--- src/rtl/load_mem_unit.sv ---
// Load memory stage: EA add, mem req/gnt/rvalid handshake, byte/half align and extend, error pulses.
// Min latency accept->wb_valid is 3 cycles; ld_ready only in IDLE, so one load in flight at a time.
`ifndef LB
`define LB     3'b000
`define LH     3'b001
`define LW     3'b010
`define LBU    3'b100
`define LHU    3'b101
`define LD_NOP 3'b111
`endif

module load_mem_unit #(
  parameter int unsigned TIMEOUT_CYCLES = 64
) (
  input  logic        clk,
  input  logic        rst_n,
  input  logic        ld_valid,
  output logic        ld_ready,
  input  logic [31:0] rs1_data,
  input  logic [11:0] imm,
  input  logic [4:0]  rd,
  input  logic [2:0]  load_control,
  input  logic        flush,
  output logic        mem_req,
  output logic [31:0] mem_addr,
  input  logic        mem_gnt,
  input  logic        mem_rvalid,
  input  logic [31:0] mem_rdata,
  output logic        wb_valid,
  output logic [4:0]  wb_rd,
  output logic [31:0] wb_data,
  output logic        ld_err,
  output logic [1:0]  ld_err_cause,
  output logic [31:0] ld_err_addr
);

  typedef enum logic [1:0] {S_IDLE, S_REQ, S_WAIT, S_WB} state_t;

  localparam logic [7:0] TMO_LAST = 8'(TIMEOUT_CYCLES - 1);

  state_t      state_q;
  logic [31:0] ea_q;
  logic [4:0]  rd_q;
  logic [2:0]  ctrl_q;
  logic [7:0]  tmo_q;
  logic        flush_pend_q;
  logic        ld_ready_q, mem_req_q, wb_valid_q, ld_err_q;
  logic [31:0] mem_addr_q, wb_data_q, ld_err_addr_q;
  logic [4:0]  wb_rd_q;
  logic [1:0]  ld_err_cause_q;

  logic [31:0] ea_d;
  logic        is_nop_d;
  logic        misaligned_d;
  logic        accept;
  logic        discard;

  assign ea_d    = rs1_data + {{20{imm[11]}}, imm};
  assign accept  = ld_valid && ld_ready_q && !flush;
  assign discard = flush_pend_q || flush;

  // Unknown control encodings are treated like LD_NOP: no access, no error.
  always_comb begin
    is_nop_d     = 1'b0;
    misaligned_d = 1'b0;
    case (load_control)
      `LB, `LBU: misaligned_d = 1'b0;
      `LH, `LHU: misaligned_d = ea_d[0];
      `LW:       misaligned_d = (ea_d[1:0] != 2'b00);
      default:   is_nop_d     = 1'b1;
    endcase
  end

  function automatic logic [31:0] extract(input logic [31:0] w, input logic [2:0] c,
                                          input logic [1:0] off);
    logic [31:0] bsh;
    logic [31:0] hsh;
    logic [31:0] res;
    bsh = w >> {off, 3'b000};
    hsh = w >> {off[1], 4'b0000};
    case (c)
      `LB:     res = {{24{bsh[7]}}, bsh[7:0]};
      `LBU:    res = {24'b0, bsh[7:0]};
      `LH:     res = {{16{hsh[15]}}, hsh[15:0]};
      `LHU:    res = {16'b0, hsh[15:0]};
      default: res = w;
    endcase
    return res;
  endfunction

  always_ff @(posedge clk or negedge rst_n) begin
    if (!rst_n) begin
      state_q        <= S_IDLE;
      ea_q           <= '0;
      rd_q           <= '0;
      ctrl_q         <= '0;
      tmo_q          <= '0;
      flush_pend_q   <= 1'b0;
      ld_ready_q     <= 1'b1;
      mem_req_q      <= 1'b0;
      mem_addr_q     <= '0;
      wb_valid_q     <= 1'b0;
      wb_rd_q        <= '0;
      wb_data_q      <= '0;
      ld_err_q       <= 1'b0;
      ld_err_cause_q <= '0;
      ld_err_addr_q  <= '0;
    end else begin
      wb_valid_q     <= 1'b0;
      ld_err_q       <= 1'b0;
      ld_err_cause_q <= 2'd0;
      case (state_q)
        S_IDLE: begin
          flush_pend_q <= 1'b0;
          if (accept) begin
            ea_q   <= ea_d;
            rd_q   <= rd;
            ctrl_q <= load_control;
            tmo_q  <= '0;
            if (is_nop_d) begin
              state_q <= S_IDLE;
            end else if (misaligned_d) begin
              ld_err_q       <= 1'b1;
              ld_err_cause_q <= 2'd1;
              ld_err_addr_q  <= ea_d;
            end else begin
              state_q    <= S_REQ;
              ld_ready_q <= 1'b0;
              mem_req_q  <= 1'b1;
              mem_addr_q <= {ea_d[31:2], 2'b00};
            end
          end
        end
        S_REQ: begin
          // A grant in the flush cycle commits the bus read; it must still be drained.
          if (mem_gnt) begin
            state_q   <= S_WAIT;
            mem_req_q <= 1'b0;
            tmo_q     <= '0;
            if (flush) flush_pend_q <= 1'b1;
          end else if (flush) begin
            state_q    <= S_IDLE;
            mem_req_q  <= 1'b0;
            ld_ready_q <= 1'b1;
          end
        end
        S_WAIT: begin
          if (flush) flush_pend_q <= 1'b1;
          if (mem_rvalid) begin
            if (discard) begin
              state_q    <= S_IDLE;
              ld_ready_q <= 1'b1;
            end else begin
              state_q    <= S_WB;
              wb_valid_q <= 1'b1;
              wb_rd_q    <= rd_q;
              wb_data_q  <= extract(mem_rdata, ctrl_q, ea_q[1:0]);
            end
          end else if (tmo_q == TMO_LAST) begin
            state_q    <= S_IDLE;
            ld_ready_q <= 1'b1;
            if (!discard) begin
              ld_err_q       <= 1'b1;
              ld_err_cause_q <= 2'd2;
              ld_err_addr_q  <= ea_q;
            end
          end else begin
            tmo_q <= tmo_q + 8'd1;
          end
        end
        S_WB: begin
          state_q    <= S_IDLE;
          ld_ready_q <= 1'b1;
        end
        default: begin
          state_q    <= S_IDLE;
          ld_ready_q <= 1'b1;
          mem_req_q  <= 1'b0;
        end
      endcase
    end
  end

  assign ld_ready     = ld_ready_q;
  assign mem_req      = mem_req_q;
  assign mem_addr     = mem_addr_q;
  // A flush arriving during the WB cycle itself must still kill the writeback.
  assign wb_valid     = wb_valid_q && !flush;
  assign wb_rd        = wb_rd_q;
  assign wb_data      = wb_data_q;
  assign ld_err       = ld_err_q;
  assign ld_err_cause = ld_err_cause_q;
  assign ld_err_addr  = ld_err_addr_q;

endmodule

--- config.mk ---
export PLATFORM = sky130hd
export DESIGN_NAME = load_mem_unit
export DESIGN_NICKNAME = d
export VERILOG_FILES = /design/src/rtl/load_mem_unit.sv
export SDC_FILE = /design/constraint.sdc
export NUM_CORES = 1
export LEC_CHECK = 0
export ABC_AREA = 1
export BUFFER_PORTS_ARGS = -buffer_cell sky130_fd_sc_hd__clkbuf_2
export CAP_MARGIN = 20
export CELL_PAD_IN_SITES_DETAIL_PLACEMENT = 0
export CELL_PAD_IN_SITES_GLOBAL_PLACEMENT = 1
export CORE_MARGIN = 1.5
export CORE_UTILIZATION = 36
export DETAILED_ROUTE_END_ITERATION = 6
export PLACE_DENSITY = 0.81
export SYNTH_ARGS = -nofsm -noshare
export SYNTH_HDL_FRONTEND = slang
export SYNTH_SLANG_ARGS = --single-unit
--- constraint.sdc ---
create_clock -name clk -period 1.9 [get_ports clk]
set_input_delay 0.095 -clock clk [delete_from_list [all_inputs] [get_ports clk]]
set_output_delay 0.095 -clock clk [all_outputs]
set_load 0.03 [all_outputs]
Yosys cells after proc, flatten, opt, wreduce, memory -nomap -nowiden
Index checks and enable logic that the tools add are counted.
Word-level totals
  flip-flop bits (word level): 156
  input bits: 90
  word-level logic and storage cells: 127
Cells by class
  $add $sub $neg: 2
  equality and inequality tests: 26
  shift-type cells: 2
  mux-type cells: 57
  bitwise gates (word level): 2
  reductions and logical operators: 23
Operator list (count)
  32-bit two-way mux: 6
  32-bit one-hot mux with 4 select lines: 1
  32-bit one-hot mux with 2 select lines: 1
  32-bit adder: 1
  8-bit two-way mux: 4
  32-bit by 5-bit right shift with 16-bit output: 1
  32-bit by 5-bit right shift with 8-bit output: 1
  1-bit two-way mux: 26
  8-bit one-hot mux with 3 select lines: 1
  2-bit two-way mux: 11
  2-bit inequality test (second input constant): 11
  7-bit AND reduction: 2
  3-bit equality test (second input constant): 4
  3-bit inequality test (second input constant): 4
  5-bit AND reduction: 2
  8-bit by 1-bit adder with 8-bit output (second input constant): 1
  8-bit by 6-bit equality test with 1-bit output (second input constant): 1
  2-bit one-hot mux with 4 select lines: 1
  4-bit AND reduction: 2
  3-bit by 1-bit equality test with 1-bit output (second input constant): 2
  3-bit logical NOT: 2
  1-bit one-hot mux with 2 select lines: 3
  2-bit nonzero test: 3
  5-bit OR reduction: 1
  other kinds (15): 20

Depth between registers and ports, before layout
  word-level depth: 7
  mapped depth: 14
  gate-level depth less buffers: 14

Worst setup path after synthesis
Ideal clock, no wire load.
  path type: flip-flop to flip-flop
  start: reg ld_ready_q, in the netlist ld_ready
  end: reg mem_addr_q[7], in the netlist mem_addr[7]
  setup time: 127 ps
  arrival time: 1739 ps
  data required time: 1773 ps
  slack: 33 ps
  cell stages (with the launch flop): 13
  period minus slack after synthesis: 1867 ps
  cells stage by stage: dfstp_2 -> nand2_1 -> nor2_1 -> inv_2 -> nor2_2 -> inv_2 -> a21oi_1 -> inv_1 -> nor2_4 -> inv_2 -> buf_2 -> nand2_1 -> o21ai_1
Between the ends
  word-level cells in the longest chain between the ends: 3
Ends and longest elaborated chain
  start: declaration: line 47  | logic ld_ready_q, mem_req_q, wb_valid_q, ld_err_q;
  start signal: assignment: line 99  | ld_ready_q <= 1'b1;
  start signal: assignment: line 128  | ld_ready_q <= 1'b0;
  start signal: assignment: line 144  | ld_ready_q <= 1'b1;
  1-bit logical AND (2 in a row): line 59  | assign accept = ld_valid && ld_ready_q && !flush;
  4-bit AND reduction (no line)
  end signal: assignment: line 130  | mem_addr_q <= {ea_d[31:2], 2'b00};
  end: declaration: line 48  | logic [31:0] mem_addr_q, wb_data_q, ld_err_addr_q;
No other way between the ends.
A chain may end at the register's enable or synchronous reset.

Worst setup path after layout
  start: reg ld_ready_q, in the netlist ld_ready
  end: reg mem_addr_q[17], in the netlist mem_addr[17]
Same word-level chain as after synthesis.

==> results.md <==
- Num rows: 59
- Fin. Hold Viols: 0
- Final Cycle Share: 1.00
- Max Cap Violations: 0
- Setup WS post-layout: -9.15 ps
- Area Growth Syn to Fin: 34.9%
- Die height: 166 µm
- Family with the most delay on the worst path: simple AND/OR/NAND/NOR gates
- Worst EP arrival: 2220 ps
- Largest net degree at the start of global routing: 54
- Failing checks: setup timing
- Tot Pwr: 8.42 mW
- Finished Layout Cells: 2041
- Fin nets: 1822
- Critical Path Sink Type: flip-flop
- Final HPWL DP: 22400 µm
- CTS Buf Count: 17
- PortBufs: 194
- Post-Route Utilization: 0.496
- WL/cell: 14.8 µm
- Antenna diodes: 0
- # setup viols final: 3
- Die span in x: 166 µm
- Clk Latency, worst-skew pair: 420 ps
- Synth top area cells: dfrtp_1 41%, nand2_1 22%, inv_1 7.6%, ha_1 4.7%, nand3_1 4.3%
- Vias per inst: 4.80
- Setup TNS: -18.9 ps
- Top post-synthesis cells by count: 553 x nand2_1, 195 x inv_1, 155 x dfrtp_1
- Async S/R FF share, synth: 1.00
- TritonCTS clock tree: yes
- Mean Syn Cell Area: 6.84 µm²
- WL final: 30300 µm
- Peak VDD IR: 556 µV
- Worst setup SP type: flip-flop
- Leakage: 7.57 nW
- Initial Util: 0.367
- DRC viols: 0
- Crit path kind: flip-flop to flip-flop
- Post-synthesis sequential area ratio: 0.408
- Fillers: 2672
- Hold Path Class: input pin to flip-flop
- GPL Wtd Cong: 0.868
- Initial antenna violation count: 0
- RSZ-0062 raised after global routing: yes
- DIE AREA: 27600 µm²
- Yosys top cell by area: dfrtp_1
- Number of synthesized flops with an enable pin: 0
- Buffers & Inverters on Critical Path: 5
- Grt ovf: 0
- Fin crit period: 1910 ps
- Clock tree buffer depth: 2
- Number of global-route vias before repair: 9178
- Data required, critical path: 2210 ps
- Synth Instances: 1399
- Fraction of layout cells with a size suffix above 1: 0.244
- Detailed Routing Iterations Pass 1: 5
- First-pass GRT wire length: 47300 µm
- Clk sinks: 156
- Final clock skew: 11.7 ps
- Area of the mapped netlist: 9570 µm²
- Gr usage total: 0.212
- Starting DRT DRC Count: 742
- Clk slew on worst S/H paths: 60 ps
- Count leader, synth: nand2_1
- Run status: complete, but fails checks
- Seq cells post-synth: 156
- DR vias: 9790
- Area after DPL: 11500 µm²
- Synth top area share: 0.405
- Slowest Stage Delay on Critical Path: 550 ps
- Final Cell Area: 12900 µm²
- Htree depth: 4
- CTS root buf: clkbuf_16
- YS warnings: 0
- Core area: 26100 µm²
- # IOs: 197
- CP max FO: 6
- Top_reg_cell synth: dfrtp_1
- Post-route ant nets: 0
- CP Cell Sequence: nand2_2, nor2_4, inv_2, nor2_4, inv_2, a21oi_2, inv_2, nor2_4, clkinv_4, clkbuf_16, nand2_2, o21ai_1
- Pwr dens: 652 nW/µm²
- Max-slew violations: 0
- CP max stage cell: dfstp_2
- Netlist cell types: 40
- FMAX: 0.524 GHz
- Placed Cells: 1978
metal layers:
layer  wire length (µm)  GRT usage
met3               1370     0.0279
met2              14300      0.351
met1              13800      0.295
met4                762     0.0521
met5                  0          0
placed cells by master, fill, tap and decap left out, types with 8 or more instances in the layout:
master	Yosys	layout
clkbuf_16	0	22
clkbuf_2	0	193
dfrtp_1	155	155
o211ai_1	15	15
o22ai_1	18	18
nor2_1	103	83
nor2_2	2	8
nor2_4	1	15
xnor2_1	15	15
nand2_4	0	12
a21oi_1	32	31
o21ai_0	80	80
nand2_1	553	516
buf_4	5	91
nand2_2	3	27
nand3_1	82	82
buf_12	0	8
ha_1	36	34
o21ai_1	15	12
dlygate4sd3_1	0	15
inv_1	195	194
buf_6	4	8
flip-flops by register name, indices dropped and copies added, names as in the netlist:
register	cells
mem_req	1
wb_rd	5
state_q	2
ctrl_q	3
rd_q	5
ea_q	32
ld_err_addr	32
wb_data	32
wb_valid_q	1
tmo_q	8
mem_addr	30
ld_err_cause	2
flush_pend_q	1
ld_ready	1
ld_err	1
tightest hold or removal path, delay by kind of cell:
kind                   cells  cell delay [ps]
buffers and inverters      1               90
AO/OA/AOI/OAI              2              200
final timing paths:
check                               from         endpoint  slack, ps  cells past startpoint
setup / recovery                ld_ready     mem_addr[17]         -9                     12
hold / removal             mem_rdata[15]      wb_data[15]         20                      3
setup reg to reg                ld_ready     mem_addr[17]         -9                     12
hold reg to reg                  rd_q[2]         wb_rd[2]        470                      2
max in group asynchronous          rst_n  ld_err_addr[15]       1060                      3
min in group asynchronous          rst_n  ld_err_cause[1]        190                      2
power by group:
group | internal [mW] | switching (mW)
logic | 0.627 | 0.885
clock network | 2.22 | 1.36
registers | 3.32 | 0
per-stage QoR:
| step | hold WS (ps) | worst slack, ps |
|---|---|---|
| 3_5_place_dp | 86.4 | -270 |
| 3_3_place_gp | 79.1 | -251 |
| 6_report | 20.7 | -9.15 |
| 2_1_floorplan | -201 | 33.4 |
| 4_1_cts | 7.49 | 30.2 |
| 5_1_grt | 31.6 | -137 |
final cells by class:
cell class,instances,area (µm²),area share
multi-input combinational,998,5020,0.389
clock buffer,20,447,0.0346
timing repair buffer,321,2190,0.170
clock inverter,10,168,0.0130
sequential,156,3910,0.302
inverter,201,762,0.0590
tap,335,419,0.0325
cells by family (layout without fill, tap and decap cells):
kind of cell | count (synthesis) | after routing | synth area share
buffers and inverters | 246 | 552 | 0.103
DFF | 156 | 156 | 0.408
xor gates and xnor gates | 21 | 21 | 0.0192
and+or+nand+nor | 764 | 764 | 0.319
adders and majority gates | 37 | 37 | 0.0491
other | 1 | 2 | 0.000392
AOI/OAI and AO/OA | 174 | 174 | 0.101
repair_timing:
item                                   CTS  global route
pin swaps                                1            19
cloned                                   0             9
setup buffers                            1             8
gates resized for setup                  0           106
endpoints found under the hold margin   59             0
hold buffers                            15             0
setup endpoints to repair                1            81
(Power assumes the default switching activity.)
